--- config.mk ---
export PLATFORM = sky130hd
export DESIGN_NAME = cam_greenness_capture
export DESIGN_NICKNAME = d
export VERILOG_FILES = /design/src/rtl/cam_greenness_capture.sv
export SDC_FILE = /design/constraint.sdc
export NUM_CORES = 1
export LEC_CHECK = 0
export BUFFER_PORTS_ARGS = -buffer_cell sky130_fd_sc_hd__buf_2
export CAP_MARGIN = 20
export CELL_PAD_IN_SITES_DETAIL_PLACEMENT = 0
export CELL_PAD_IN_SITES_GLOBAL_PLACEMENT = 2
export CORE_ASPECT_RATIO = 1.4
export CORE_MARGIN = 3
export CORE_UTILIZATION = 41
export CTS_BUF_LIST = sky130_fd_sc_hd__clkbuf_4
export CTS_CLUSTER_SIZE = 20
export DETAILED_ROUTE_END_ITERATION = 16
export GPL_ROUTABILITY_DRIVEN = 1
export HOLD_SLACK_MARGIN = 0.1
export PLACE_DENSITY = 0.95
export SLEW_MARGIN = 10
export SYNTH_ARGS = -nofsm -noshare
export SYNTH_HDL_FRONTEND = slang
export SYNTH_SLANG_ARGS = --single-unit
--- constraint.sdc ---
create_clock -name clk -period 6.17 [get_ports clk]
set_input_delay 0.617 -clock clk [delete_from_list [all_inputs] [get_ports clk]]
set_output_delay 0.617 -clock clk [all_outputs]
set_load 0.02 [all_outputs]
--- src/rtl/cam_greenness_capture.sv ---
// -----------------------------------------------------------------------------
// cam_greenness_capture
//
// Captures one byte-serial RGB565 frame framed by VSYNC/HREF. Each pixel is
// classified as green or not green. At the end of the frame a 9-cycle
// restoring divider turns green/total into a saturated 8-bit ratio. The
// result is published for one harvest-ready decision per frame.
//
// Ports:
//   clk          single system clock; pix_valid is a strobe in this domain
//   rst          asynchronous, active-high reset
//   pix_data     camera byte (high byte first, then low byte of RGB565)
//   pix_valid    byte strobe, one per camera pclk
//   vsync        frame sync, high between frames
//   href         line valid
//   frame_ready  one-cycle pulse when the result outputs update
//   green_ratio  min(255, green_count*256/pixel_count), 0 for short frames
//   green_count  green pixels in the last frame
//   pixel_count  total pixels in the last frame
//   frame_ok     last frame had enough pixels and no counter saturation
//   overflow     last frame saturated a counter
//   busy         capturing a frame or dividing
// -----------------------------------------------------------------------------
module cam_greenness_capture #(
  parameter int CNT_W      = 16,
  parameter int MIN_PIXELS = 16
) (
  input  logic             clk,
  input  logic             rst,
  input  logic [7:0]       pix_data,
  input  logic             pix_valid,
  input  logic             vsync,
  input  logic             href,
  output logic             frame_ready,
  output logic [7:0]       green_ratio,
  output logic [CNT_W-1:0] green_count,
  output logic [CNT_W-1:0] pixel_count,
  output logic             frame_ok,
  output logic             overflow,
  output logic             busy
);

  typedef enum logic [2:0] {
    IDLE  = 3'd0,
    ARM   = 3'd1,
    FRAME = 3'd2,
    DIV   = 3'd3,
    DONE  = 3'd4
  } state_t;

  localparam logic [CNT_W-1:0] CNT_MAX   = '1;
  localparam logic [31:0]      MIN_PIX_U = MIN_PIXELS;
  localparam logic [3:0]       LAST_ITER = 4'd8;

  state_t state;
  state_t state_next;

  // Frame accumulators
  logic [CNT_W-1:0] pix_cnt;
  logic [CNT_W-1:0] grn_cnt;
  logic             ovf;
  logic             phase;
  logic [7:0]       hi_byte;

  // Divider state
  logic [CNT_W-1:0] rem;
  logic [8:0]       dbits;
  logic [8:0]       quot;
  logic [3:0]       iter;

  // Combinational helpers
  logic             byte_accept;
  logic [4:0]       r5;
  logic [4:0]       g5;
  logic [4:0]       b5;
  logic             is_green;
  logic [CNT_W:0]   trial;
  logic             take;
  logic [CNT_W-1:0] rem_sub;
  logic             enough;
  logic [7:0]       ratio_final;

  // State register.
  always_ff @(posedge clk or posedge rst) begin
    if (rst) begin
      state <= IDLE;
    end else begin
      state <= state_next;
    end
  end

  // Next-state logic. Once the frame has ended, vsync is ignored during DIV.
  // After DONE the FSM re-arms only if vsync is still high. A frame whose
  // vsync already fell is therefore skipped rather than captured partially.
  always_comb begin
    state_next = state;
    case (state)
      IDLE:    if (vsync) state_next = ARM;
      ARM:     if (!vsync) state_next = FRAME;
      FRAME:   if (vsync) state_next = DIV;
      DIV:     if (iter == LAST_ITER) state_next = DONE;
      DONE:    state_next = vsync ? ARM : IDLE;
      default: state_next = IDLE;
    endcase
  end

  assign busy = (state == FRAME) || (state == DIV);

  // Pixel decode. Only the top five bits of G6 take part in the comparison.
  // g5 is therefore G6[5:1] = {hi[2:0], lo[7:6]}, and lo[5] never matters.
  // A byte that arrives in the same cycle as the end-of-frame vsync is
  // ignored.
  always_comb begin
    byte_accept = (state == FRAME) && !vsync && href && pix_valid;
    r5          = hi_byte[7:3];
    g5          = {hi_byte[2:0], pix_data[7:6]};
    b5          = pix_data[4:0];
    is_green    = (g5 > r5) && (g5 > b5);
  end

  // One restoring-divide step.
  // The dividend is green<<8. Its bits above position 8 are preloaded into
  // rem as green>>1. The green counter never exceeds the pixel counter, so
  // this preload is already below the divisor and 9 quotient bits are
  // enough. The subtraction is done at the remainder width. The true
  // remainder is smaller than the divisor, so the dropped top bit is always
  // zero.
  always_comb begin
    trial   = {rem, dbits[8]};
    take    = trial >= {1'b0, pix_cnt};
    rem_sub = trial[CNT_W-1:0] - pix_cnt;
  end

  // Result shaping. Frames shorter than MIN_PIXELS report a ratio of 0. This
  // also covers an empty frame, where the divider output is meaningless. A
  // quotient of 256 or more saturates to 255.
  always_comb begin
    enough = 32'(pix_cnt) >= MIN_PIX_U;
    if (!enough) begin
      ratio_final = 8'd0;
    end else if (quot[8]) begin
      ratio_final = 8'hFF;
    end else begin
      ratio_final = quot[7:0];
    end
  end

  // Capture datapath and divider.
  // ARM keeps the accumulators clear for as long as vsync stays high.
  // In FRAME, bytes pair up into pixels while href is high. Dropping href
  // discards an unpaired high byte.
  // The end-of-frame edge loads the divider. DIV then shifts one quotient
  // bit per cycle.
  always_ff @(posedge clk or posedge rst) begin
    if (rst) begin
      pix_cnt <= '0;
      grn_cnt <= '0;
      ovf     <= 1'b0;
      phase   <= 1'b0;
      hi_byte <= 8'd0;
      rem     <= '0;
      dbits   <= 9'd0;
      quot    <= 9'd0;
      iter    <= 4'd0;
    end else begin
      case (state)
        ARM: begin
          pix_cnt <= '0;
          grn_cnt <= '0;
          ovf     <= 1'b0;
          phase   <= 1'b0;
        end
        FRAME: begin
          if (vsync) begin
            rem   <= grn_cnt >> 1;
            dbits <= {grn_cnt[0], 8'd0};
            quot  <= 9'd0;
            iter  <= 4'd0;
          end else if (!href) begin
            phase <= 1'b0;
          end else if (byte_accept) begin
            if (!phase) begin
              hi_byte <= pix_data;
              phase   <= 1'b1;
            end else begin
              phase <= 1'b0;
              if (pix_cnt == CNT_MAX) begin
                ovf <= 1'b1;
              end else begin
                pix_cnt <= pix_cnt + 1'b1;
              end
              if (is_green) begin
                if (grn_cnt == CNT_MAX) begin
                  ovf <= 1'b1;
                end else begin
                  grn_cnt <= grn_cnt + 1'b1;
                end
              end
            end
          end
        end
        DIV: begin
          if (take) begin
            rem  <= rem_sub;
            quot <= {quot[7:0], 1'b1};
          end else begin
            rem  <= trial[CNT_W-1:0];
            quot <= {quot[7:0], 1'b0};
          end
          dbits <= {dbits[7:0], 1'b0};
          iter  <= iter + 4'd1;
        end
        default: begin
        end
      endcase
    end
  end

  // Result registers. They update only in DONE and otherwise hold their
  // values. frame_ready is high for exactly the cycle after DONE.
  always_ff @(posedge clk or posedge rst) begin
    if (rst) begin
      frame_ready <= 1'b0;
      green_ratio <= 8'd0;
      green_count <= '0;
      pixel_count <= '0;
      frame_ok    <= 1'b0;
      overflow    <= 1'b0;
    end else begin
      frame_ready <= 1'b0;
      if (state == DONE) begin
        frame_ready <= 1'b1;
        green_ratio <= ratio_final;
        green_count <= grn_cnt;
        pixel_count <= pix_cnt;
        frame_ok    <= enough && !ovf;
        overflow    <= ovf;
      end
    end
  end

endmodule

Word level (Yosys, flattened, before mapping)
Cells that the tools add are included. Widths: inputs -> output; s select.

Add/sub/neg operators: 4. $mul: 0. Divide/modulo/power cells: 0. Magnitude comparators: 4. Equal/unequal tests: 19. Shifts and indexed selects: 0. Multiplexer cells: 45. Bitwise operators: 2. Reduce and logical (&&, ||, !) cells: 18.

Operators by type and width (count): $mux 16 (13); $pmux 16 s2 (3); $pmux 9 s2 (2); $add 16x1->16 const B (2); $eq 16x16->1 const B (2); $ne 2x2->1 const B (11); $mux 9 (2); $ge 17x16->1 (1); $ge 16x5->1 const B (1); $mux 8 (2); $sub 16x16->16 (1); $pmux 3 s5 (1); $mux 1 (14); $mux 3 (4); $gt 5x5->1 (2); $reduce_and 5->1 (2); $pmux 4 s2 (1); $reduce_and 7->1 (1); $eq 3x2->1 const B (2); $reduce_and 6->1 (1); $logic_and 1x1->1 (5); $add 4x1->4 const B (1); $eq 4x4->1 const B (1); $mux 4 (1); 12 further kinds (16).

Flip-flop bits (word level): 126. Latch bits: 0. Bits in writable memories: 0. Memory bits (read-only): 0. Bits of input ports: 13. Output and inout port bits: 44. Logic and storage cells: 108. Memories kept: 0.

Longest topological paths before layout
Gate-level depths: netlist of the first run.

Depth after elaboration: 9. Mapped depth: 10. Depth with buffers taken out: 10.

Worst setup path before layout of the first run
Ideal clock, no wire load.

Path type: register -> register. Start: register pix_cnt[6]. End: register rem[1]. Setup time: 137 ps. Arrival time: 2429 ps. Required time: 6033 ps. Slack: 3604 ps. Stages on the path, launching flop included: 11. Buffers on the path: 2. Period minus slack after synthesis: 2566 ps. Cell sequence: dfrtp_1 > inv_1 > ha_1 > buf_2 > a211oi_2 > o21bai_1 > a21o_1 > a211oi_2 > buf_6 > mux2i_1 > a21oi_1.

Longest elaborated chain between the ends: 3.

RTL lines: start, declared (line 59) `logic [CNT_W-1:0] pix_cnt;`; start signal, assigned (line 190) `pix_cnt <= pix_cnt + 1'b1;`; $ge 17x16->1 (line 130) `take = trial >= {1'b0, pix_cnt};`; $mux 16 (line 203) `if (take) begin`; $pmux 16 s2 (line 166) `case (state)`; end signal, assigned (line 175) `rem <= grn_cnt >> 1;`; end signal, assigned (line 204) `rem <= rem_sub;`; end signal, assigned (line 207) `rem <= trial[CNT_W-1:0];`; end, declared (line 66) `logic [CNT_W-1:0] rem;`.

Every way passes these cells. A chain may end at the register's enable or synchronous reset.

Final worst setup path of the first run
Start: register pix_cnt[0]. End: register rem[12].

Longest elaborated chain between the ends: 3. Elaborated cells on any way between the ends: 4. Classes of those cells: add/sub (1); order compare (1); mux (2).

RTL lines (line): $sub 16x16->16 or $ge 17x16->1 (tied branches) (131, 130); $mux 16 (*) (203); $pmux 16 s2 (*) (166).

Mark *: on every way between the ends. The rest lies on a longest branch, timed or not.

==> flow_summary.yaml, run 1 <==
synthesis:
  yosysTopAreaCellShare_pct: 43.9
  synth_area_leaders: "dfrtp_1, nand2_1, ha_1, o21ai_0, nor2_1"
  synth_edf_count: 0
  postSynthAreaPerCell_um2: 8.71
  synth_top_area_cell: "dfrtp_1"
  syn_area_um2: 6730
  yosysUniqueCellTypes: 64
  ys.flop_type: "dfrtp_1"
  ys_async_sr_fraction_pct: 100
  synth_warnings: 0
  synth_fp_nets: 818
  postSynthCellCount: 773
  ys_ff_latch: 118
  yosysSeqAreaShare_pct: 43.9
drt:
  wire_per_inst_um: 17.3
  drc: 0
  vias: 5742
  drt.antenna.violating_nets: 0
  first_pass_iters: 5
  routed_wirelength_um: 17700
  drtIter0Drc: 362
  viasPerCell: 5.61
sta:
  setup_viol: 0
  finalCritPeriodShare_pct: 46.6
  hold-worst-slack_ns: 0.199
  setup_slack_ns: 3.29
  max_freq_mhz: 348
  min_period_ns: 2.88
  hold_viol: 0
  worst_slew_pin_slew_ns: 0.901
  skew_ns: 0.0213
  maxSlewViolCount: 0
  rsz0062_at_grt: "false"
  tns_ns: 0
  slew_headroom_pct: 39.4
critical_path:
  cp_data_required_time_ns: 6.63
  cp-end-kind: "flip-flop"
  path_cells: "ha_1 -> inv_1 -> fa_1 -> a21o_1 -> a221oi_1 -> a21oi_1 -> mux2i_1 -> or3_1 -> a31oi_1"
  path_buf_inv: 1
  cp_top_family: "compound AO/OA/AOI/OAI gates"
  start_kind: "flip-flop"
  crit_fanout: 7
  critical_path_class: "flip-flop to flip-flop"
  crit_slowest_cell: "a221oi_1"
  critPathArrivalTime_ns: 3.33
  crit_path_max_incr_delay_ns: 0.63
power_and_ir_drop:
  p_leak_nw: 3.40
  powerDensity_nw_per_um2: 439
  ir_drop_mv: 0.197
clocking:
  worstSkewPairLatency_ns: 0.54
  cts_setup_buffers: 0
  cts_root_buffer: "clkbuf_4"
  path_clk_slew_ns: 0.12
  cts_tree: "built"
  clock_sinks: 118
  numCtsBuffers: 17
  cts.repair.resized: 0
  cts.htree.levels: 4
  postCtsHoldBufs: 0
  clockBufferDepth: 2
finish:
  regArea_um2: 2950
  fillers: 1575
  area_delta_synth_final_pct: 10.4
  final_area_um2: 7430
  multi_input_comb_area_um2: 3450
  layout-drive-gt1-share_pct: 12.8
  fin_nets: 858
floorplan:
  core_area_um2: 15800
  initial_core_util_pct: 42.6
  die_area_um2: 18000
  ios: 57
  die_h_um: 158
  die_x_um: 114
  rows: 54
global_route:
  grt_overflow: 0
  grt_pass1_wl_um: 28900
  grt_start_max_net_pins: 62
  grt_pass1_vias: 5668
  grt.total_usage_pct: 20.2
  antenna_found_initial: 1
hold_path:
  hold_class: "input pin to async pin"
flow_run:
  drv_cap: 0
place:
  placed_cell_area_um2: 7130
  dp_slack_ns: 3.33
  gp_congestion: 0.889
  portBuffers: 56
  dp_hpwl_um: 12600
outcome:
  outcome: "finished clean"
[stage by stage]
stage	std cells	total power, mW	util, %
CTS	1022	3.27	47.0
finish	1023	3.26	47.0
floorplan	773	2.29	-
detailed placement	990	2.65	45.1
global route	1023	3.51	47.0
global placement	990	2.62	45.1
[placed cells by master (no fill, tap or decap), types with 16 or more instances in the layout]
cell and instances:
buf_2 56, ha_1 31, mux2i_1 17, nor2_1 52, a21oi_1 29, and3_1 17, clkbuf_4 19, o21ai_0 60
nand2_1 158, xnor2_1 20, inv_1 38, nand3_1 16, dfrtp_1 118
[synth_stat cells, types with 4 or more instances]
cell type and count:
nor2b_1 8, nand2b_1 7, a21o_1 9, nor3_1 14, nand3_1 16, nor4_1 14, o21bai_1 4, mux2i_1 17
o21ai_0 60, a21oi_1 29, mux2_2 4, a31oi_1 12, or4_1 8, and4_1 5, clkbuf_1 32, nor2_1 52
nand4_1 13, o21a_1 5, nand2_1 159, buf_6 4, xnor2_1 20, o31ai_1 12, dfrtp_1 118, inv_1 39
ha_1 31, and2_1 5, and3_1 17
[path summary, 6_finish.rpt]
kind                            cells after the start         endpoint  slack, ns            from
max in group asynchronous                           3           rem[3]       4.68             rst
worst max register to register                      9          rem[12]       3.29      pix_cnt[0]
worst min-delay path                                2  green_count[13]       0.20             rst
worst max-delay path                                9          rem[12]       3.29      pix_cnt[0]
min in group clk                                    2       hi_byte[5]       0.31     pix_data[5]
worst min register to register                      2   pixel_count[7]       0.48  pixel_count[7]
[worst register-to-register path, stage by stage (launching register included)]
cell and delay (ns):
dfrtp_1 0.49, ha_1 0.22, inv_1 0.06, fa_1 0.40, a21o_1 0.22, a221oi_1 0.63
a21oi_1 0.18, mux2i_1 0.14, or3_1 0.30, a31oi_1 0.16
[kinds of logic after synthesis]
logic type	after synthesis	synth area share [%]
AND/OR/NAND/NOR	331	23.0
AO/OA/AOI/OAI	166	15.7
flip-flops	118	43.9
buffers and inverters	82	5.13
adder cells (fa/ha/maj)	32	6.06
XOR/XNOR	23	2.99
multiplexers	21	3.20
[layout make-up]
cell class,instances,area share (%)
multi-input combinational,573,46.4
sequential,118,39.7
timing repair buffer,63,4.48
tap,196,3.30
clock inverter,13,2.12
inverter,40,2.05
clock buffer,19,1.92
antenna,1,0.0337
[report_power, final]
group | internal (mW) | switching (mW) | total, mW | leakage (nW)
registers | 0.939 | 0.146 | 1.08 | 1.53
clock network | 0.288 | 0.319 | 0.607 | 0.159
logic | 0.609 | 0.958 | 1.57 | 1.71
total | 1.84 | 1.42 | 3.26 | 3.40
[registers in the layout (all words and copies together) (netlist names), 3 cells and up]
| signal | count |
|---|---|
| quot | 9 |
| iter | 4 |
| rem | 16 |
| green_ratio | 8 |
| state | 3 |
| pixel_count | 16 |
| grn_cnt | 16 |
| hi_byte | 8 |
| pix_cnt | 16 |
| green_count | 16 |
[routing by layer]
layer  wire [um]  track usage (%)
met3         778             2.68
met5           0                0
met4         480             8.77
met1        7250             24.5
met2        9180             35.9
No activity file was read; power rests on OpenSTA's default activity.
==> run 2: changes to the inputs <==
--- a/config.mk
+++ b/config.mk
@@ -11,13 +11,13 @@
 export CELL_PAD_IN_SITES_GLOBAL_PLACEMENT = 2
 export CORE_ASPECT_RATIO = 1.4
 export CORE_MARGIN = 3
-export CORE_UTILIZATION = 41
+export CORE_UTILIZATION = 35
 export CTS_BUF_LIST = sky130_fd_sc_hd__clkbuf_4
 export CTS_CLUSTER_SIZE = 20
 export DETAILED_ROUTE_END_ITERATION = 16
 export GPL_ROUTABILITY_DRIVEN = 1
 export HOLD_SLACK_MARGIN = 0.1
-export PLACE_DENSITY = 0.95
+export PLACE_DENSITY = 0.89
 export SLEW_MARGIN = 10
 export SYNTH_ARGS = -nofsm -noshare
 export SYNTH_HDL_FRONTEND = slang
==> constraint.sdc (replaced) <==
create_clock -name clk -period 2.3 [get_ports clk]
set_input_delay 0.23 -clock clk [delete_from_list [all_inputs] [get_ports clk]]
set_output_delay 0.23 -clock clk [all_outputs]
set_load 0.02 [all_outputs]
==> flow_summary.yaml, run 2 (synthesis gave the netlist of run 1 again) <==
outcome:
  outcome: "finished clean"
sta:
  skew_ns: 0.0201
  finalCritPeriodShare_pct: 99.1
  worst_slew_pin_slew_ns: 0.680
  max_freq_mhz: 439
  setup_slack_ns: 0.0217
  maxSlewViolCount: 0
  slew_headroom_pct: 54.6
  hold_viol: 0
  min_period_ns: 2.28
  rsz0062_at_grt: "true"
  setup_viol: 0
power_and_ir_drop:
  p_switching_mw: 4.16
  pwr-share-comb_pct: 54.5
  p_leak_nw: 3.86
  p_sw_share_pct: 42.6
  ir_drop_mv: 0.548
  pwr-share-clk_pct: 15.8
  power.internal_mw: 5.62
  powerDensity_nw_per_um2: 1160
  seqPwrFrac_pct: 29.6
clocking:
  worstSkewPairLatency_ns: 0.54
  path_clk_slew_ns: 0.12
  clockBufferDepth: 2
  cts_root_buffer: "clkbuf_4"
  clock_sinks: 118
  cts_tree: "built"
  cts.htree.levels: 4
  numCtsBuffers: 17
floorplan:
  ios: 57
  initial_core_util_pct: 35.9
  die_x_um: 123
  die_h_um: 170
  die_area_um2: 21000
  rows: 59
  core_area_um2: 18800
critical_path:
  crit_slowest_cell: "dfrtp_1"
  crit_path_max_incr_delay_ns: 0.41
  path_common_cell: "inv_2"
  critPathArrivalTime_ns: 2.75
  cp_data_required_time_ns: 2.77
  path_buf_inv: 2
  crit_fanout: 5
  cp_top_family: "compound AO/OA/AOI/OAI gates"
  critical_path_class: "flip-flop to flip-flop"
  cp-end-kind: "flip-flop"
  start_kind: "flip-flop"
  path_cells: "inv_2 -> ha_4 -> inv_2 -> fa_2 -> a21o_1 -> a221oi_4 -> a21oi_2 -> mux2i_1 -> or3_1 -> a31oi_1"
global_route:
  grt_overflow: 0
  grt_start_max_net_pins: 119
  grt.total_usage_pct: 18.0
  grt_pass1_wl_um: 29900
  grt_pass1_vias: 5910
  antenna_found_initial: 1
flow_run:
  drv_cap: 0
place:
  dp_hpwl_um: 13300
  gp_congestion: 0.856
  dp_slack_ns: -0.0353
  portBuffers: 56
drt:
  drtIter0Drc: 278
  drt.antenna.violating_nets: 0
  first_pass_iters: 4
  routed_wirelength_um: 17900
  wire_per_inst_um: 15.4
  drc: 0
  vias: 5913
  viasPerCell: 5.09
finish:
  layout_commonest_cell: "nand2_1"
  layout_common_cells: "nand2_1, dfrtp_1, buf_4"
  fin_nets: 949
  area_delta_synth_final_pct: 25.7
  fillers: 1931
  layout-drive-gt1-share_pct: 24.4
  final_core_util_pct: 45.1
hold_path:
  hold_class: "input pin to flip-flop"
## run 2: timing repair
action / 4_1_cts / 5_1_grt
pin swaps: 1 / 12
gates resized for setup: 4 / 27
hold endpoints to repair: 129 / 0
setup buffers: 0 / 1
endpoints found under the setup margin: 5 / 26
hold buffers: 11 / 0
## run 2: cell type report
type	count	area (um^2)	share of cell area, %
repair buffers	154	1100	13.0
multi-input cells	573	3660	43.3
clock inverters	14	150	1.77
inverters	40	154	1.82
diodes	1	2.50	0.0296
well taps	244	305	3.61
flip-flops and latches	118	2950	34.9
clock buffers	18	135	1.60
## run 2: metrics by stage
step | setup TNS [ns] | hold WS, ns | instances | power [mW] | area [um^2]
2_1_floorplan | -0.0245 | 0.372 | 773 | 6.35 | 6830
5_1_grt | -0.771 | 0.326 | 1162 | 10.6 | 8460
6_report | 0 | 0.289 | 1162 | 9.78 | 8460
3_5_place_dp | -0.0353 | 0.458 | 1117 | 8.00 | 7900
3_3_place_gp | -0.0144 | 0.456 | 1117 | 7.97 | 7900
4_1_cts | 0 | 0.256 | 1160 | 9.64 | 8300
## run 2: path summary, 6_finish.rpt
check,start,endpoint,slack (ns),cells past startpoint
max in group asynchronous,rst,rem[5],1.33,4
min in group asynchronous,rst,pix_cnt[13],0.39,4
setup reg to reg,dbits[8],rem[12],0.02,10
hold reg to reg,green_ratio[6],green_ratio[6],0.48,2
setup / recovery,dbits[8],rem[12],0.02,10
hold / removal,pix_valid,phase,0.29,5
## run 2: worst reg2reg max path, stage by stage (launching register included)
cell and delay, ns:
dfrtp_1 0.41, inv_2 0.08, ha_4 0.14, inv_2 0.03, fa_2 0.33, a21o_1 0.20
a221oi_4 0.34, a21oi_2 0.10, mux2i_1 0.12, or3_1 0.31, a31oi_1 0.16
## run 2: layer usage
layer	part of all wire [%]	vias to the layer above	GRT usage (%)
met5	0	-	0
met2	49	114	30.0
met3	3.1	31	3.62
met1	44	2801	22.8
li1	-	2967	-
met4	3.1	0	7.13
## run 2: power groups by stage
stage,clock (mW),combinational (mW),sequential [mW]
after floorplan,0,3.40,2.95
after global placement,0,5.05,2.92
after detailed placement,0,5.08,2.92
after CTS,1.61,5.14,2.88
after global routing,1.69,5.97,2.97
final,1.55,5.33,2.90
